### config.mk
export PLATFORM = sky130hd
export DESIGN_NAME = spi_reg_frontend
export DESIGN_NICKNAME = d
export VERILOG_FILES = /design/src/rtl/spi_reg_frontend.sv
export SDC_FILE = /design/constraint.sdc
export NUM_CORES = 1
export LEC_CHECK = 0
export CAP_MARGIN = 10
export CORE_ASPECT_RATIO = 1.25
export CORE_MARGIN = 2
export CORE_UTILIZATION = 53
export DETAILED_ROUTE_END_ITERATION = 12
export PLACE_DENSITY = 0.79
export SKIP_LAST_GASP = 1
export SLEW_MARGIN = 10
export SYNTH_ARGS = -nofsm -noshare
export SYNTH_HDL_FRONTEND = slang
export SYNTH_SLANG_ARGS = --single-unit
### constraint.sdc
create_clock -name SPI_CLK -period 2.16 [get_ports SPI_CLK]
set_clock_uncertainty 0.05 [all_clocks]
set_input_delay 0.648 -clock SPI_CLK [delete_from_list [all_inputs] [get_ports SPI_CLK]]
set_output_delay 0.648 -clock SPI_CLK [all_outputs]
set_load 0.01 [all_outputs]
### src/rtl/spi_reg_frontend.sv
// SPI mode-0 slave front end for a register bank.
// Oversamples SCLK/CS_N/MOSI on SPI_CLK; device byte, register byte, data bytes.
module spi_reg_frontend #(
  parameter int SYNC_STAGES = 2,
  parameter bit AUTO_INC    = 1'b1
) (
  input  logic       SPI_CLK,
  input  logic       RST_N,
  input  logic       SCLK,
  input  logic       CS_N,
  input  logic       MOSI,
  output logic       MISO,
  output logic       MISO_OE,
  input  logic [6:0] spi_addr,
  output logic [7:0] address,
  output logic [7:0] data_in,
  output logic       read_strobe,
  output logic       write_strobe,
  input  logic [7:0] data_out
);

  typedef enum logic [2:0] {
    S_IDLE, S_DEV, S_REG, S_DATA, S_SKIP
  } state_t;

  state_t r_state, w_next;

  logic [SYNC_STAGES-1:0] r_sclk_s, r_cs_s, r_mosi_s, r_fill;
  logic r_sclk_d, r_cs_d, r_armed;
  logic w_sclk, w_cs, w_mosi;
  logic w_rise, w_fall, w_cs_fall, w_active, w_done, w_dev_ok;
  logic [7:0] w_byte;

  logic [2:0] r_bitcnt;
  logic [6:0] r_rx;
  logic [6:0] r_tx;
  logic       r_miso, r_rw, r_tx_arm, r_rd_req;
  logic [7:0] r_addr, r_data;
  logic       r_rd_stb, r_wr_stb;
  logic       w_oe;

  always_ff @(posedge SPI_CLK or negedge RST_N) begin
    if (!RST_N) begin
      r_sclk_s <= '0;
      r_cs_s   <= '1;
      r_mosi_s <= '0;
      r_fill   <= '0;
      r_sclk_d <= 1'b0;
      r_cs_d   <= 1'b1;
      r_armed  <= 1'b0;
    end else begin
      r_sclk_s <= {r_sclk_s[SYNC_STAGES-2:0], SCLK};
      r_cs_s   <= {r_cs_s[SYNC_STAGES-2:0], CS_N};
      r_mosi_s <= {r_mosi_s[SYNC_STAGES-2:0], MOSI};
      r_fill   <= {r_fill[SYNC_STAGES-2:0], 1'b1};
      r_sclk_d <= w_sclk;
      r_cs_d   <= w_cs;
      // only a CS_N fall seen on real samples after reset opens a frame
      if (r_fill[SYNC_STAGES-1] && w_cs)
        r_armed <= 1'b1;
    end
  end

  assign w_sclk    = r_sclk_s[SYNC_STAGES-1];
  assign w_cs      = r_cs_s[SYNC_STAGES-1];
  assign w_mosi    = r_mosi_s[SYNC_STAGES-1];
  assign w_rise    = w_sclk & ~r_sclk_d & ~w_cs;
  assign w_fall    = ~w_sclk & r_sclk_d & ~w_cs;
  assign w_cs_fall = ~w_cs & r_cs_d & r_armed;
  assign w_active  = (r_state == S_DEV) || (r_state == S_REG) ||
                     (r_state == S_DATA);
  assign w_done    = w_rise && (r_bitcnt == 3'd7) && w_active;
  assign w_byte    = {r_rx, w_mosi};
  assign w_dev_ok  = (w_byte[7:1] == spi_addr);

  always_ff @(posedge SPI_CLK or negedge RST_N) begin
    if (!RST_N) r_state <= S_IDLE;
    else        r_state <= w_next;
  end

  always_comb begin
    w_next = r_state;
    if (w_cs) begin
      w_next = S_IDLE;
    end else begin
      case (r_state)
        S_IDLE: if (w_cs_fall) w_next = S_DEV;
        S_DEV:  if (w_done) w_next = w_dev_ok ? S_REG : S_SKIP;
        S_REG:  if (w_done) w_next = S_DATA;
        default: w_next = r_state;
      endcase
    end
  end

  always_comb begin
    w_oe    = (r_state == S_DATA) && r_rw && !w_cs;
    MISO_OE = w_oe;
    MISO    = w_oe & r_miso;
  end

  always_ff @(posedge SPI_CLK or negedge RST_N) begin
    if (!RST_N) begin
      r_bitcnt <= '0;
      r_rx     <= '0;
      r_tx     <= '0;
      r_miso   <= 1'b0;
      r_rw     <= 1'b0;
      r_tx_arm <= 1'b0;
      r_rd_req <= 1'b0;
      r_addr   <= '0;
      r_data   <= '0;
      r_rd_stb <= 1'b0;
      r_wr_stb <= 1'b0;
    end else begin
      r_rd_req <= 1'b0;
      r_rd_stb <= r_rd_req;
      r_wr_stb <= 1'b0;
      if (r_wr_stb && AUTO_INC)
        r_addr <= r_addr + 8'd1;
      if (r_state == S_IDLE) begin
        r_bitcnt <= '0;
      end else if (w_rise) begin
        r_bitcnt <= r_bitcnt + 3'd1;
        r_rx     <= w_byte[6:0];
      end
      if (w_done) begin
        case (r_state)
          S_DEV: if (w_dev_ok) r_rw <= w_byte[0];
          S_REG: begin
            r_addr   <= w_byte;
            r_rd_req <= r_rw;
          end
          S_DATA: begin
            if (r_rw) begin
              if (AUTO_INC) r_addr <= r_addr + 8'd1;
              r_rd_req <= 1'b1;
            end else begin
              r_data   <= w_byte;
              r_wr_stb <= 1'b1;
            end
          end
          default: ;
        endcase
      end
      if (r_rd_stb)
        r_tx_arm <= 1'b1;
      if (r_state == S_IDLE) begin
        r_tx_arm <= 1'b0;
        r_miso   <= 1'b0;
      end else if (w_fall && r_state == S_DATA && r_rw) begin
        // first fall after a read request presents the fresh bank data
        if (r_tx_arm) begin
          r_tx     <= data_out[6:0];
          r_miso   <= data_out[7];
          r_tx_arm <= 1'b0;
        end else begin
          r_miso <= r_tx[6];
          r_tx   <= {r_tx[5:0], 1'b0};
        end
      end
    end
  end

  assign address      = r_addr;
  assign data_in      = r_data;
  assign read_strobe  = r_rd_stb;
  assign write_strobe = r_wr_stb;

endmodule

Yosys cells after proc, flatten, opt, wreduce, memory -nomap -nowiden
Cells that the tools add are included.
- register bits: 53
- output and inout port bits: 20
- word-level logic and storage cells: 86
- add/subtract/negate cells: 2
- eq/ne operators: 8
- muxes and demuxes: 26
- bitwise logic cells: 12
- reduce and logical (&&, ||, !) cells: 19
- operators with widths (cell ; count):
    2-to-1 mux 8 bit ; 3
    2-to-1 mux 3 bit ; 7
    one-hot mux 8 bit (2 select lines) ; 1
    2-to-1 mux 1 bit ; 12
    != test 3 bit, second input constant ; 3
    one-hot mux 3 bit (3 select lines) ; 1
    adder 8 x 1 -> 8 bit, second input constant ; 1
    bitwise AND 1 bit ; 7
    == test 7 bit ; 1
    logical AND 1 bit ; 7
    2-to-1 mux 7 bit ; 1
    == test 3 x 2 -> 1 bit, second input constant ; 2
    AND reduction 3 bit ; 2
    NOT 1 bit ; 5
    AND reduction 2 bit ; 2
    AND reduction 4 bit ; 1
    nonzero test 2 bit ; 2
    nonzero test 4 bit ; 1
    adder 3 x 1 -> 3 bit, second input constant ; 1
    == test 3 x 1 -> 1 bit, second input constant ; 1
    == test 3 bit, second input constant ; 1
    logical NOT 3 bit ; 1
    logical OR 1 bit ; 2
    one-hot mux 1 bit (2 select lines) ; 1
    logical NOT 1 bit ; 1

Longest topological paths before layout
- word-level depth: 8
- mapped depth: 6
- depth with buffers taken out: 6

Worst setup path after synthesis
OpenSTA, ideal clock, no wires.
- path kind: register -> output
- start point: register r_state[2]
- end point: output port MISO
- arrival: 1041 ps
- slack: 421 ps
- cell stages (with the launch flop): 4
- path buffers: 0
- cell sequence: dfrtp_1 nand4b_4 nor2_1 and2_1
- cells in the longest elaborated chain, start to end: 4
- ends and longest elaborated chain (item ; line ; text):
    from (decl) ; 26 ; state_t r_state, w_next;
    from (signal assigned) ; 78 ; else r_state <= w_next;
    == test 3 x 2 -> 1 bit ; 96 ; w_oe = (r_state == S_DATA) && r_rw && !w_cs;
    logical AND 1 bit (2 in a row) ; 96 ;
    named net MISO_OE ; 13 ; output logic MISO_OE,
    bitwise AND 1 bit ; 98 ; MISO = w_oe & r_miso;
    to (decl) ; 12 ; output logic MISO,
The timed path passes the listed nets, and every way through them passes these cells.

Worst setup path in the final report
- start point: register r_state[2]
- end point: output port MISO
- cells in the longest elaborated chain, start to end: 4
- ends and longest elaborated chain (item ; line):
    == test 3 x 2 -> 1 bit ; 96
    logical AND 1 bit (2 in a row) ; 96
    bitwise AND 1 bit ; 98
No other way between the ends.

==> flow_metrics.env <==
export IMPL_outcome="finished, final reports clean"
export IMPL_numPortBuffers=39
export IMPL_drt_antenna_violating_nets=0
export IMPL_instances_no_fill=325
export IMPL_critical_path_arrival_ns=1.42
export IMPL_drv_cap=0
export IMPL_fillers=378
export IMPL_hpwlAfterDp_um=3450
export IMPL_period_share_pct=98.0
export IMPL_drc=0
export IMPL_rsz0062_at_grt="false"
export IMPL_ir_worst_vdd_mv=0.544
export IMPL_hp_class="primary input to async pin"
export IMPL_critPathMaxStageDelay_ns=0.38
export IMPL_syn_area_mm2=0.00252
export IMPL_gp_congestion=0.837
export IMPL_multi_input_area_mm2=0.00112
export IMPL_placed_cell_area_mm2=0.00303
export IMPL_p_per_area_mw_per_mm2=569
export IMPL_power_w=0.00177
export IMPL_p_leak_nw=1.37
export IMPL_vias_per_cell=5.48
export IMPL_synth_async_sr_flop_share_pct=100
export IMPL_final_cell_mix="50 x dfrtp_1, 36 x clkdlybuf4s50_1, 17 x mux2_2"
export IMPL_die_width_um=65.7
export IMPL_synthDistinctLibCells=49
export IMPL_design_area_mm2=0.00311
export IMPL_fin_crit_ns=2.12
export IMPL_final_common_cell="dfrtp_1"
export IMPL_cts_clk_slew_worst_paths_ns=0.09
export IMPL_numCtsBuffers=5
export IMPL_die_area_mm2=0.00533
export IMPL_start_util_pct=54.1
export IMPL_antenna_found_initial=0
export IMPL_routed_wl_um=4790
export IMPL_setup_tns_ns=0
export IMPL_worstSetupPathType="flop to output port"
export IMPL_grt_overflow=0
export IMPL_syn_inst=214
export IMPL_setup_viol=0
export IMPL_drt_iter0_drc=62
export IMPL_cts_setup_buffers=0
export IMPL_timing_fmax_ghz=0.472
export IMPL_drt_wirelength_per_cell_um=14.7
export IMPL_setup_ws_ns=0.0430
export IMPL_start_kind="flop"
export IMPL_grt_pass1_vias=1701
export IMPL_cts_tree="built"
export IMPL_areaGrowthSynthToFinish_pct=23.2
export IMPL_clock_sinks=53
export IMPL_synth_top_flop_cell="dfrtp_1"
export IMPL_place_inst=317
export IMPL_seqCellArea_mm2=0.00133
export IMPL_slew_violations=0
export IMPL_hold_buffers=0
export IMPL_drive_above_1_share_pct=18.1
export IMPL_cts_max_path_buffers=2
export IMPL_root_buffer="clkbuf_8"
export IMPL_diodes=0
export IMPL_critPathRequiredTime_ns=1.46
export IMPL_synth_seq_cells=53
export IMPL_slew_headroom_pct=63.6
export IMPL_dr_pass1_iters=4
export IMPL_gr_usage_all_layers_pct=20.0
export IMPL_synth_edff_count=0
export IMPL_avgSynthCellArea_um2=11.8
export IMPL_synth_warnings=0
export IMPL_yosysSeqAreaShare_pct=52.7
export IMPL_crit_chain="nand4b_4 -> nor2_1 -> and2_1 -> dlygate4sd2_1"
export IMPL_synth_nets=237
export IMPL_row_count=28
export IMPL_cts_resized=2
export IMPL_die_y_um=81.1
export IMPL_vias=1782
export IMPL_io_pins=40
export IMPL_clk_latency_ns=0.30
export IMPL_core_mm2=0.00466
export IMPL_fin_nets=287
export IMPL_grt_pass1_wl_um=8070
export IMPL_dp_slack_ns=-0.0591
export IMPL_end_kind="output port"
export IMPL_grt_max_degree=54
export IMPL_htreeDepth=2
export IMPL_hold_viol=0
export IMPL_crit_fanout=2
export IMPL_worstMarginPinSlew_ns=0.542
export IMPL_slowest_stage="dfrtp_1"
-- synthesized netlist by cell type (2+ instances only) --
master | n | area [µm²]
a21o_1 | 4 | 30.0
a21oi_1 | 9 | 45.0
a22oi_1 | 2 | 15.0
a31oi_1 | 2 | 12.5
and2_1 | 2 | 12.5
and3_1 | 4 | 25.0
buf_4 | 2 | 15.0
buf_6 | 2 | 22.5
clkbuf_1 | 2 | 7.51
dfrtp_1 | 50 | 1250
dfstp_2 | 3 | 78.8
ha_1 | 3 | 37.5
inv_1 | 5 | 18.8
mux2_2 | 17 | 191
mux2i_1 | 9 | 90.1
nand2_1 | 10 | 37.5
nand2b_1 | 2 | 12.5
nand3_1 | 6 | 30.0
nand4_1 | 5 | 31.3
nor2_1 | 16 | 60.1
nor2b_1 | 2 | 12.5
nor3_1 | 3 | 15.0
o2111ai_1 | 3 | 26.3
o21a_1 | 3 | 22.5
o21ai_0 | 6 | 30.0
o22ai_1 | 5 | 31.3
xnor2_1 | 12 | 105
xor2_1 | 4 | 35.0
-- through the flow --
step	hold WS (ns)	utilization [%]
after floorplan	0.281	-
after global placement	0.282	65.0
after detailed placement	0.285	65.0
after CTS	0.279	66.7
after global routing	0.302	66.7
final	0.268	66.7
-- power breakdown --
| group | internal [W] | switching (W) |
|---|---|---|
| sequential | 0.00103 | 0.0000468 |
| clock | 0.000228 | 0.000295 |
| combinational | 0.0000986 | 0.0000713 |
| total | 0.00135 | 0.000413 |
-- final timing paths --
path | to | startpoint | slack [ns] | cells past startpoint
setup / recovery | MISO | r_state[2]$_DFFE_PN0P_ | 0.04 | 4
hold / removal | r_rx[1]$_DFFE_PN0P_ | RST_N | 0.27 | 2
setup reg to reg | r_rw$_DFFE_PN0P_ | r_bitcnt[0]$_DFFE_PN0P_ | 0.32 | 6
hold reg to reg | r_sclk_s[1]$_DFF_PN0_ | r_sclk_s[0]$_DFF_PN0_ | 0.30 | 0
max in group asynchronous | r_cs_s[0]$_DFF_PN1_ | RST_N | 1.49 | 2
min in group SPI_CLK | r_sclk_s[1]$_DFF_PN0_ | r_sclk_s[0]$_DFF_PN0_ | 0.30 | 0
-- state kept, by name, summed over array words and instances, names as in the netlist --
register	cells
write_strobe	1
r_tx	7
address	8
r_cs_s	2
r_tx_arm	1
r_bitcnt	3
r_cs_d	1
r_armed	1
r_rx	7
r_rw	1
r_fill	2
r_mosi_s	2
r_sclk_s	2
read_strobe	1
data_in	8
r_miso	1
r_sclk_d	1
r_state	3
r_rd_req	1
-- layer usage --
layer	track usage (%)	vias to the layer above	wire, µm
li1	-	867	-
met1	26.1	882	2130
met4	7.50	0	71
met2	33.0	28	2450
met3	3.74	5	134
met5	0	-	0
-- critical path: cells and delay by family, from the launching register on --
| family | cells | cell delay, ns |
|---|---|---|
| AND/OR/NAND/NOR | 3 | 0.46 |
| flip-flops | 1 | 0.38 |
| buffers and inverters | 1 | 0.27 |
-- final cells by class --
cell class	count	share of cell area (%)
clock inverter	1	0.161
multi-input combinational	149	36.2
clock buffer	7	2.46
timing repair buffer	50	15.4
sequential	53	42.8
inverter	5	0.604
tap	60	2.42
-- logic make-up (layout without fill, tap and decap cells) --
logic type / after synthesis / count (layout) / synth area share (%)
flip-flops: 53 / 53 / 52.7
adder cells (fa/ha/maj): 3 / 3 / 1.49
AO/OA/AOI/OAI: 40 / 40 / 10.4
XOR/XNOR: 16 / 16 / 5.56
buffers and inverters: 12 / 63 / 2.73
other: 1 / 1 / 0.149
AND/OR/NAND/NOR: 63 / 63 / 15.8
multiplexers: 26 / 26 / 11.2
No activity file was read; power rests on OpenSTA's default activity.
